**config.mk**
```make
export PLATFORM = sky130hd
export DESIGN_NAME = edge_frame_spi_tx_flat
export DESIGN_NICKNAME = d
export VERILOG_FILES = /design/src/rtl/edge_frame_spi_tx_if.sv /design/src/rtl/edge_frame_spi_tx.sv /design/src/flat_wrapper.sv
export SDC_FILE = /design/constraint.sdc
export NUM_CORES = 1
export LEC_CHECK = 0
export CAP_MARGIN = 20
export CELL_PAD_IN_SITES_DETAIL_PLACEMENT = 1
export CELL_PAD_IN_SITES_GLOBAL_PLACEMENT = 2
export CORE_MARGIN = 5
export CORE_UTILIZATION = 34
export CTS_BUF_LIST = sky130_fd_sc_hd__clkbuf_2
export DETAILED_ROUTE_END_ITERATION = 7
export GPL_TIMING_DRIVEN = 1
export PLACE_DENSITY = 0.85
export SLEW_MARGIN = 20
export SYNTH_ARGS = -nofsm -noshare
export SYNTH_HDL_FRONTEND = slang
export SYNTH_SLANG_ARGS = --single-unit
```
**constraint.sdc**
```tcl
create_clock -name mainClk -period 2 [get_ports mainClk]
set_input_delay 0.5 -clock mainClk [delete_from_list [all_inputs] [get_ports mainClk]]
set_output_delay 0.5 -clock mainClk [all_outputs]
set_load 0.02 [all_outputs]
```
**src/rtl/edge_frame_spi_tx_if.sv**
```systemverilog
// ----------------------------------------------------------------------------
// edge_frame_spi_tx_if
// Frame-buffer read port used by the edge-frame SPI transmitter.
//
// Handshake: the master raises rdReq and holds rdReq high with rdAddress
// stable until the slave answers with rdValid. rdValid is a single-cycle
// acknowledge and qualifies rdData in that same cycle.
//
// Signals
//   rdReq      master -> slave  read request
//   rdAddress  master -> slave  {y[8:0], x[9:0]} of the requested pixel
//   rdData     slave -> master  2-bit edge value
//   rdValid    slave -> master  one-cycle read acknowledge
// ----------------------------------------------------------------------------
interface edge_frame_spi_tx_if;
    logic        rdReq;
    logic [18:0] rdAddress;
    logic [1:0]  rdData;
    logic        rdValid;

    modport master (
        output rdReq,
        output rdAddress,
        input  rdData,
        input  rdValid
    );

    modport slave (
        input  rdReq,
        input  rdAddress,
        output rdData,
        output rdValid
    );
endinterface

```
**src/rtl/edge_frame_spi_tx.sv**
```systemverilog
// ----------------------------------------------------------------------------
// edge_frame_spi_tx
// SPI-peripheral transmitter returning the edge-detected frame to the MCU.
// Pixels are fetched in raster order from the frame buffer, packed four per
// byte (first pixel in bits [7:6]) and shifted out MSB-first in SPI mode 0.
// spiClk and ncs are oversampled in mainClk (mainClk >= 8x spiClk).
//
// Optional feature: READBACK_FRAMECNT_EN adds a 4-bit frame counter and makes
// the preamble byte {4'hA, frameCnt}; without it the preamble byte is 0x00.
//
// Ports
//   mainClk    in   sole clock, rising edge
//   nreset     in   asynchronous active-low reset
//   spiClk     in   SPI clock from the MCU (sampled, not a clock)
//   ncs        in   SPI chip select, active low (sampled)
//   sdo        out  serial data to the MCU
//   rdPort     if   frame-buffer read port (master side)
//   busy       out  1 while synchronized ncs is low
//   frameDone  out  one-cycle pulse when the last pixel of a frame is accepted
//   underrun   out  sticky: a byte boundary found no packed byte ready
//   dbgState   out  fetch FSM state (0 IDLE, 1 REQ, 2 FULL)
// ----------------------------------------------------------------------------
module edge_frame_spi_tx #(
    parameter int H_PIXELS    = 640,
    parameter int V_PIXELS    = 480,
    parameter int SYNC_STAGES = 2
) (
    input  logic                       mainClk,
    input  logic                       nreset,
    input  logic                       spiClk,
    input  logic                       ncs,
    output logic                       sdo,
    edge_frame_spi_tx_if.master        rdPort,
    output logic                       busy,
    output logic                       frameDone,
    output logic                       underrun,
    output logic [1:0]                 dbgState
);

    localparam logic [9:0] X_LAST = 10'(H_PIXELS - 1);
    localparam logic [8:0] Y_LAST = 9'(V_PIXELS - 1);

    typedef enum logic [1:0] {
        IDLE = 2'd0,
        REQ  = 2'd1,
        FULL = 2'd2
    } fetchStateT;

    fetchStateT state, nextState;

    logic [SYNC_STAGES-1:0] spiClkSync, ncsSync;
    logic                   spiClkDly, ncsDly;
    logic                   spiClkNow, ncsNow;
    logic                   spiFall, ncsFall, ncsRise;

    logic [9:0] x;
    logic [8:0] y;
    logic [1:0] k;
    logic [7:0] packBuf;
    logic       bufValid;
    logic [7:0] shiftReg;
    logic [2:0] bitCnt;
    logic [7:0] preamble;
    logic       accept;

    // Synchronizers; the extra delay flop gives edge detection. ncs resets
    // high so the block comes out of reset deselected.
    always_ff @(posedge mainClk or negedge nreset) begin
        if (!nreset) begin
            spiClkSync <= '0;
            ncsSync    <= '1;
            spiClkDly  <= 1'b0;
            ncsDly     <= 1'b1;
        end else begin
            spiClkSync <= {spiClkSync[SYNC_STAGES-2:0], spiClk};
            ncsSync    <= {ncsSync[SYNC_STAGES-2:0], ncs};
            spiClkDly  <= spiClkNow;
            ncsDly     <= ncsNow;
        end
    end

    assign spiClkNow = spiClkSync[SYNC_STAGES-1];
    assign ncsNow    = ncsSync[SYNC_STAGES-1];
    assign spiFall   = ~spiClkNow & spiClkDly;
    assign ncsFall   = ~ncsNow & ncsDly;
    assign ncsRise   = ncsNow & ~ncsDly;

    // busy is already low in the ncs-rise cycle, so a coincident spiClk
    // fall never shifts.
    assign busy = ~ncsNow;
    assign sdo  = busy ? shiftReg[7] : 1'b0;

`ifdef READBACK_FRAMECNT_EN
    logic [3:0] frameCnt;

    always_ff @(posedge mainClk or negedge nreset) begin
        if (!nreset)
            frameCnt <= 4'd0;
        else if (frameDone)
            frameCnt <= frameCnt + 4'd1;
    end

    assign preamble = {4'hA, frameCnt};
`else
    assign preamble = 8'h00;
`endif

    // A pixel is taken only in REQ; chip-select edges take priority.
    assign accept = (state == REQ) && rdPort.rdValid && !ncsRise && !ncsFall;

    always_ff @(posedge mainClk or negedge nreset) begin
        if (!nreset)
            state <= IDLE;
        else
            state <= nextState;
    end

    always_comb begin
        nextState = state;
        if (ncsRise) begin
            nextState = IDLE;
        end else if (ncsFall) begin
            nextState = REQ;
        end else begin
            case (state)
                IDLE:    nextState = IDLE;
                REQ:     if (accept && k == 2'd3) nextState = FULL;
                // The cycle after the byte is consumed, start the next one.
                FULL:    if (!bufValid) nextState = REQ;
                default: nextState = IDLE;
            endcase
        end
    end

    assign rdPort.rdReq     = (state == REQ);
    assign rdPort.rdAddress = {y, x};
    assign dbgState         = state;

    always_ff @(posedge mainClk or negedge nreset) begin
        if (!nreset) begin
            x         <= 10'd0;
            y         <= 9'd0;
            k         <= 2'd0;
            packBuf   <= 8'h00;
            bufValid  <= 1'b0;
            shiftReg  <= 8'h00;
            bitCnt    <= 3'd0;
            underrun  <= 1'b0;
            frameDone <= 1'b0;
        end else begin
            frameDone <= 1'b0;
            if (ncsFall) begin
                x        <= 10'd0;
                y        <= 9'd0;
                k        <= 2'd0;
                bufValid <= 1'b0;
                bitCnt   <= 3'd0;
                underrun <= 1'b0;
                shiftReg <= preamble;
            end else begin
                if (accept) begin
                    case (k)
                        2'd0:    packBuf[7:6] <= rdPort.rdData;
                        2'd1:    packBuf[5:4] <= rdPort.rdData;
                        2'd2:    packBuf[3:2] <= rdPort.rdData;
                        default: packBuf[1:0] <= rdPort.rdData;
                    endcase
                    k <= k + 2'd1;
                    if (k == 2'd3)
                        bufValid <= 1'b1;
                    if (x == X_LAST) begin
                        x <= 10'd0;
                        if (y == Y_LAST) begin
                            y         <= 9'd0;
                            frameDone <= 1'b1;
                        end else begin
                            y <= y + 9'd1;
                        end
                    end else begin
                        x <= x + 10'd1;
                    end
                end
                // bufValid is only ever set in REQ, where it is already 0,
                // so set and consume cannot collide.
                if (busy && spiFall) begin
                    bitCnt <= bitCnt + 3'd1;
                    if (bitCnt == 3'd7) begin
                        if (bufValid) begin
                            shiftReg <= packBuf;
                            bufValid <= 1'b0;
                        end else begin
                            shiftReg <= 8'h00;
                            underrun <= 1'b1;
                        end
                    end else begin
                        shiftReg <= {shiftReg[6:0], 1'b0};
                    end
                end
            end
        end
    end

endmodule

```
**src/flat_wrapper.sv**
```systemverilog
// flat-port wrapper written by rule: the top's interface ports become plain ports
module edge_frame_spi_tx_flat 
#(
    parameter int H_PIXELS    = 640,
    parameter int V_PIXELS    = 480,
    parameter int SYNC_STAGES = 2
)
  (mainClk, nreset, spiClk, ncs, sdo, busy, frameDone, underrun, dbgState, rdPort_rdReq, rdPort_rdAddress, rdPort_rdData, rdPort_rdValid);
  edge_frame_spi_tx_if rdPort_i ();
  input  logic mainClk;
  input  logic nreset;
  input  logic spiClk;
  input  logic ncs;
  output logic sdo;
  output logic busy;
  output logic frameDone;
  output logic underrun;
  output logic [1:0] dbgState;
  output wire logic [$bits(rdPort_i.rdReq)-1:0] rdPort_rdReq;
  output wire logic [$bits(rdPort_i.rdAddress)-1:0] rdPort_rdAddress;
  input wire logic [$bits(rdPort_i.rdData)-1:0] rdPort_rdData;
  input wire logic [$bits(rdPort_i.rdValid)-1:0] rdPort_rdValid;
  assign rdPort_rdReq = rdPort_i.rdReq;
  assign rdPort_rdAddress = rdPort_i.rdAddress;
  assign rdPort_i.rdData = rdPort_rdData;
  assign rdPort_i.rdValid = rdPort_rdValid;
  edge_frame_spi_tx #(.H_PIXELS(H_PIXELS), .V_PIXELS(V_PIXELS), .SYNC_STAGES(SYNC_STAGES)) u_core (.mainClk(mainClk), .nreset(nreset), .spiClk(spiClk), .ncs(ncs), .sdo(sdo), .rdPort(rdPort_i), .busy(busy), .frameDone(frameDone), .underrun(underrun), .dbgState(dbgState));
endmodule
```
======== Yosys cells after proc, flatten, opt, wreduce, memory -nomap -nowiden ========
Cells that the tools add are included.
Widths: inputs -> output; s select.
word-level totals
  bits in registers ....................... 51
operators by class
  reductions and logical operators ........ 20
  bitwise operators ....................... 8
  $add $sub $neg .......................... 4
  multiplexer cells ....................... 35
  eq/ne operators ......................... 11
operators with widths
  operator               number
  $mux 9                 4
  $mux 8                 4
  $mux 10                3
  $mux 1                 15
  $reduce_and 3->1       5
  $mux 2                 6
  $add 10x1->10 const B  1
  $eq 10x10->1 const B   1
  $add 9x1->9 const B    1
  $eq 9x9->1 const B     1
  $reduce_bool 2->1      4
  $eq 2x2->1 const B     3
  $mux 3                 2
  $logic_and 1x1->1      5
  $not 1->1              5
  $eq 2x1->1 const B     2
  $ne 4x1->1 const B     1
  $ne 4x2->1 const B     1
  $pmux 2 s2             1
  $reduce_and 2->1       2
  $add 3x1->3 const B    1
  $and 1x1->1            3
  $eq 3x3->1 const B     1
  $reduce_or 3->1        1
  other kinds (4)        5

======== Logic depth before layout (Yosys ltp) ========
  word-level depth ........................ 10
  depth in mapped cells ................... 7
  gate-level depth less buffers ........... 6

======== Least setup slack after synthesis ========
No wires, ideal clock.
  kind .................................... reg-to-reg
  start point ............................. register u_core.ncsSync[1]
  end point ............................... register u_core.packBuf[0]
  library setup time ...................... 0.125 ns
  path slack .............................. 0.067 ns
  cell stages (with the launch flop) ...... 6
  required time ........................... 1.875 ns
  clock period less this slack ............ 1.933 ns
  arrival time ............................ 1.808 ns
  buffers on the path ..................... 0
  cells stage by stage .................... dfstp_2 > inv_1 > ha_1 > nor4b_1 > and3_1 > mux2_2
on the way
  longest elaborated chain between the ends .. 5
  elaborated cells on any way between the ends .. 9
ends and longest elaborated chain
  element                       line                      RTL
  from (decl)                   edge_frame_spi_tx.sv:51   logic [SYNC_STAGES-1:0] spiClkSync, ncsSync;
  from (signal assigned)        edge_frame_spi_tx.sv:76   ncsSync <= {ncsSync[SYNC_STAGES-2:0], ncs};
  $not 1->1 *                   n/a
  net busy                      flat_wrapper.sv:15        output logic busy;
  $and 1x1->1 *                 edge_frame_spi_tx.sv:85   assign ncsFall = ~ncsNow & ncsDly;
  $logic_not 1->1               edge_frame_spi_tx.sv:109  assign accept = (state == REQ) && rdPort.rdValid && !ncsRise && !ncsFall;
  $logic_and 1x1->1             edge_frame_spi_tx.sv:109
  $reduce_and 3->1 (no line) *  n/a
  to (signal assigned)          edge_frame_spi_tx.sv:166  default: packBuf[1:0] <= rdPort.rdData;
  to (decl)                     edge_frame_spi_tx.sv:59   logic [7:0] packBuf;
The timed path passes the listed nets; every way through them passes the cells marked *.
A chain may end at the register's enable or synchronous reset.

======== Final worst setup path ========
  start point ............................. register u_core.frameDone
  end point ............................... output port frameDone
RTL lines
  element                 line                      RTL
  from (decl)             edge_frame_spi_tx.sv:35   output logic frameDone,
  from (signal assigned)  edge_frame_spi_tx.sv:149  frameDone <= 1'b0;
  from (signal assigned)  edge_frame_spi_tx.sv:151  frameDone <= 1'b0;
  from (signal assigned)  edge_frame_spi_tx.sv:175  frameDone <= 1'b1;
  to (decl)               flat_wrapper.sv:16        output logic frameDone;
No word-level cell between the ends.

==> results.md <==
- Via/cell ratio: 5.176
- Fin. Hold Viols: 0
- Area delta synth->final: 34.35%
- CTS Buffer Depth: 2
- Antenna-violating nets left: 0
- Worst r2r dst: u_core.y[8]
- Status: finished, final reports clean
- Setup WS post-layout: 64.11 ps
- Dpl cells: 356
- Count leader, synth: dfrtp_1
- Dominant cells by area after synthesis: dfrtp_1 50%, ha_1 5.2%, mux2_2 3.7%, dfstp_2 3.3%, a222oi_1 2.9%
- GP Congestion: 0.8021
- Critical path arrival: 1440 ps
- R2R cell count: 6
- Rel. slew slack: 0.6625
- Top FF cell, synth: dfrtp_1
- Fmax: 516.6 MHz
- CTS root buffer: clkbuf_2
- Min-delay worst type: flip-flop to flip-flop
- Drt drc: 0
- H-tree depth: 2
- Worst skew pair latency: 460 ps
- Post-synth top cells: 48 x dfrtp_1, 17 x nor2_1, 14 x inv_1
- GR Util All Layers: 0.1446
- Final WL: 6219 um
- Synthesized Nets: 230
- Placement Setup Slack: -174.8 ps
- VDD IR-drop max: 0.2459 mV
- Hold path cells: 0
- Row cnt: 30
- Layout cells sized above 1: 0.2929
- Fillers: 763
- RSZ-0062 raised after global routing: true
- Top-area cell type share of the netlist area: 0.4966
- Netlist cell types: 48
- Post-Layout Cell Count: 376
- Seq/Total Area, Yosys: 0.5292
- Critical path class: flip-flop to output port
- Compound-Gate Fraction of Synth Area: 0.1154
- Initial DRC count: 69
- CTS Sinks: 51
- Hold path endpoint: u_core.ncsSync[1]
- Clock-pin slew on the worst setup and hold paths: 280 ps
- Final setup fails: 0
- Grt ovf: 0
- Ant. Diodes: 0
- Storage element area: 1287 um^2
- Cell Area, Synth: 2419 um^2
- CTS tree: yes
- Met3 wire len: 177 um
- Post-synthesis simple-gate area fraction: 0.1821
- Yosys reg bits: 51
- Final Cell Area: 3249 um^2
- Yosys warnings: 0
- Max incr delay on CP: 590 ps
- # port buffers: 32
- CP Capture Type: output port
- Final Max Tran Viols: 0
- Largest family of logic cells by synthesized area: simple AND/OR/NAND/NOR gates
- Max cap viols: 0
- Worst-path fanout max: 1
- Vias in the first global route: 2088
- Die H: 94.34 um
- Fin util: 0.4730
- Uppermost routed layer: met4
- CTS Buf Count: 5
- Slew @ Worst Pin: 504.4 ps
- Hold wc startpoint: u_core.ncsSync[0]
- DR pass1 iterations: 4
- First-pass GRT wire length: 10030 um
- Final period util: 0.9679
- Cell family with most CP delay: buffers and inverters
- Static leakage: 1.670 nW
- Syn avg cell area: 11.35 um^2
- Final net count: 296
- WP data required: 1500 ps
- Routed len/inst: 16.54 um
- Pwr Density: 657.8 nW/um^2
- FF-to-FF setup slack: 70 ps
- Core ar.: 6869 um^2
- Routed wl met2: 3280 um
- CP max stage cell: clkdlybuf4s50_1
- FFs w/ async S/R, synth: 1.000
- Buffers & Inverters on Critical Path: 1
- Vias: 1946
- Starting density of the core: 0.3521
- Die Footprint: 8900 um^2
- Hpwl dp: 4411 um
- Number of I/O pins: 33
- Multi-input gate area: 1147 um^2
- Placed instance area: 2992 um^2
- Post-layout minimum cycle time: 1936 ps
- Width of the die: 94.34 um
- Post-Synth XOR/XNOR Area: 0.03259
- Setup TNS: 0 ps
- Worst path cell trace: clkdlybuf4s50_1
- Largest net degree at the start of global routing: 28
- Post-Synth Adder-Cell Area: 0.05173
- Clk_skew: 23.40 ps
- Antenna violations before repair: 0
- Setup crit start kind: flip-flop
- Syn Inst Count: 213
- Synth area leader: dfrtp_1
- Met1 wire length: 2680 um
- Post-synth EDFFs: 0
- FF-to-FF Start: u_core.ncsDly
- Mux share of post-synthesis cell area: 0.05380
[sequential cells by signal (all words and copies together) (netlist names), 2 cells and up]
signal,count
u_core.bitCnt,3
u_core.packBuf,8
u_core.x,10
u_core.spiClkSync,2
u_core.ncsSync,2
u_core.k,2
u_core.dbgState,2
u_core.shiftReg,8
u_core.y,9
[worst reg2reg max path: stages (launching register included)]
cell	delay [ps]
dfstp_2	600
inv_2	50
ha_4	150
and4bb_4	380
nand4_4	110
or4b_4	500
a21oi_2	120
[final cells by class]
cell class	count	share of cell area
sequential	51	0.3962
multi-input combinational	142	0.3531
timing repair buffer	65	0.1764
tap	96	0.03697
inverter	14	0.01617
clock inverter	3	0.01348
clock buffer	5	0.007701
[metrics by stage]
step	hold WS (ps)	power, W
2_1_floorplan	204.4	0.001381
3_3_place_gp	336.5	0.001549
3_5_place_dp	338.1	0.001572
4_1_cts	377.6	0.002137
5_1_grt	354.6	0.002253
6_report	375.4	0.002137
[power breakdown]
group	internal (W)	total [W]	switching [W]
logic	0.000181	0.000369	0.000189
registers	0.00113	0.00121	0.0000777
clock network	0.000212	0.000561	0.000350
total	0.00152	0.00214	0.000616
[timing repair]
action | CTS | global route
gates resized for setup | 38 | 28
endpoints found under the hold margin | 14 | 0
buffers inserted | 7 | 4
setup endpoints to repair | 34 | 30
hold buffers | 1 | 0
pin swaps | 1 | 10
[worst max path at each step]
stage	startpoint	end	cells after the start
after floorplan	u_core.ncsSync[1]	u_core.packBuf[0]	5
after global placement	rdPort_rdValid	u_core.x[9]	6
after detailed placement	rdPort_rdValid	u_core.x[9]	6
after CTS	u_core.dbgState[1]	rdPort_rdReq	3
after global routing	u_core.ncsDly	u_core.x[9]	7
final	u_core.frameDone	frameDone	1
[cells in the final DEF (no fill, tap or decap), types with 2 or more instances in the layout]
cell type        count
xor2_1               7
nor2_1              17
buf_6                2
a21oi_1              6
o21ai_1              2
nand2_1             12
dfrtp_1             42
ha_4                 2
nor3b_2              2
nand4_1              4
a222oi_1             7
o21ai_0              6
nand2b_1             2
clkbuf_2             7
buf_4               27
mux2i_1              4
dlygate4sd2_1       18
and4b_1              2
ha_1                 8
nand3_1              6
dlymetal6s2s_1       4
dfrtp_2              6
and4_1               2
inv_1               12
buf_8                2
o2111ai_2            3
inv_2                2
o31ai_1              2
nor2b_1              5
clkdlybuf4s50_1      6
xnor2_1              2
and3_1               4
a21oi_2              2
mux2_2               8
dfstp_2              3
or3_1                4
buf_2                2
[layer usage]
layer,track usage,up-vias
met3,0.02629,8
met2,0.2683,34
met4,0.04452,0
met1,0.1678,1001
met5,0,-
li1,-,903
[kinds of logic after synthesis]
group	Yosys count
AOI/OAI and AO/OA	39
xor gates and xnor gates	9
adders and majority gates	10
buffers and inverters	20
DFF	51
muxes	12
and+or+nand+nor	72
(Power assumes the default switching activity.)
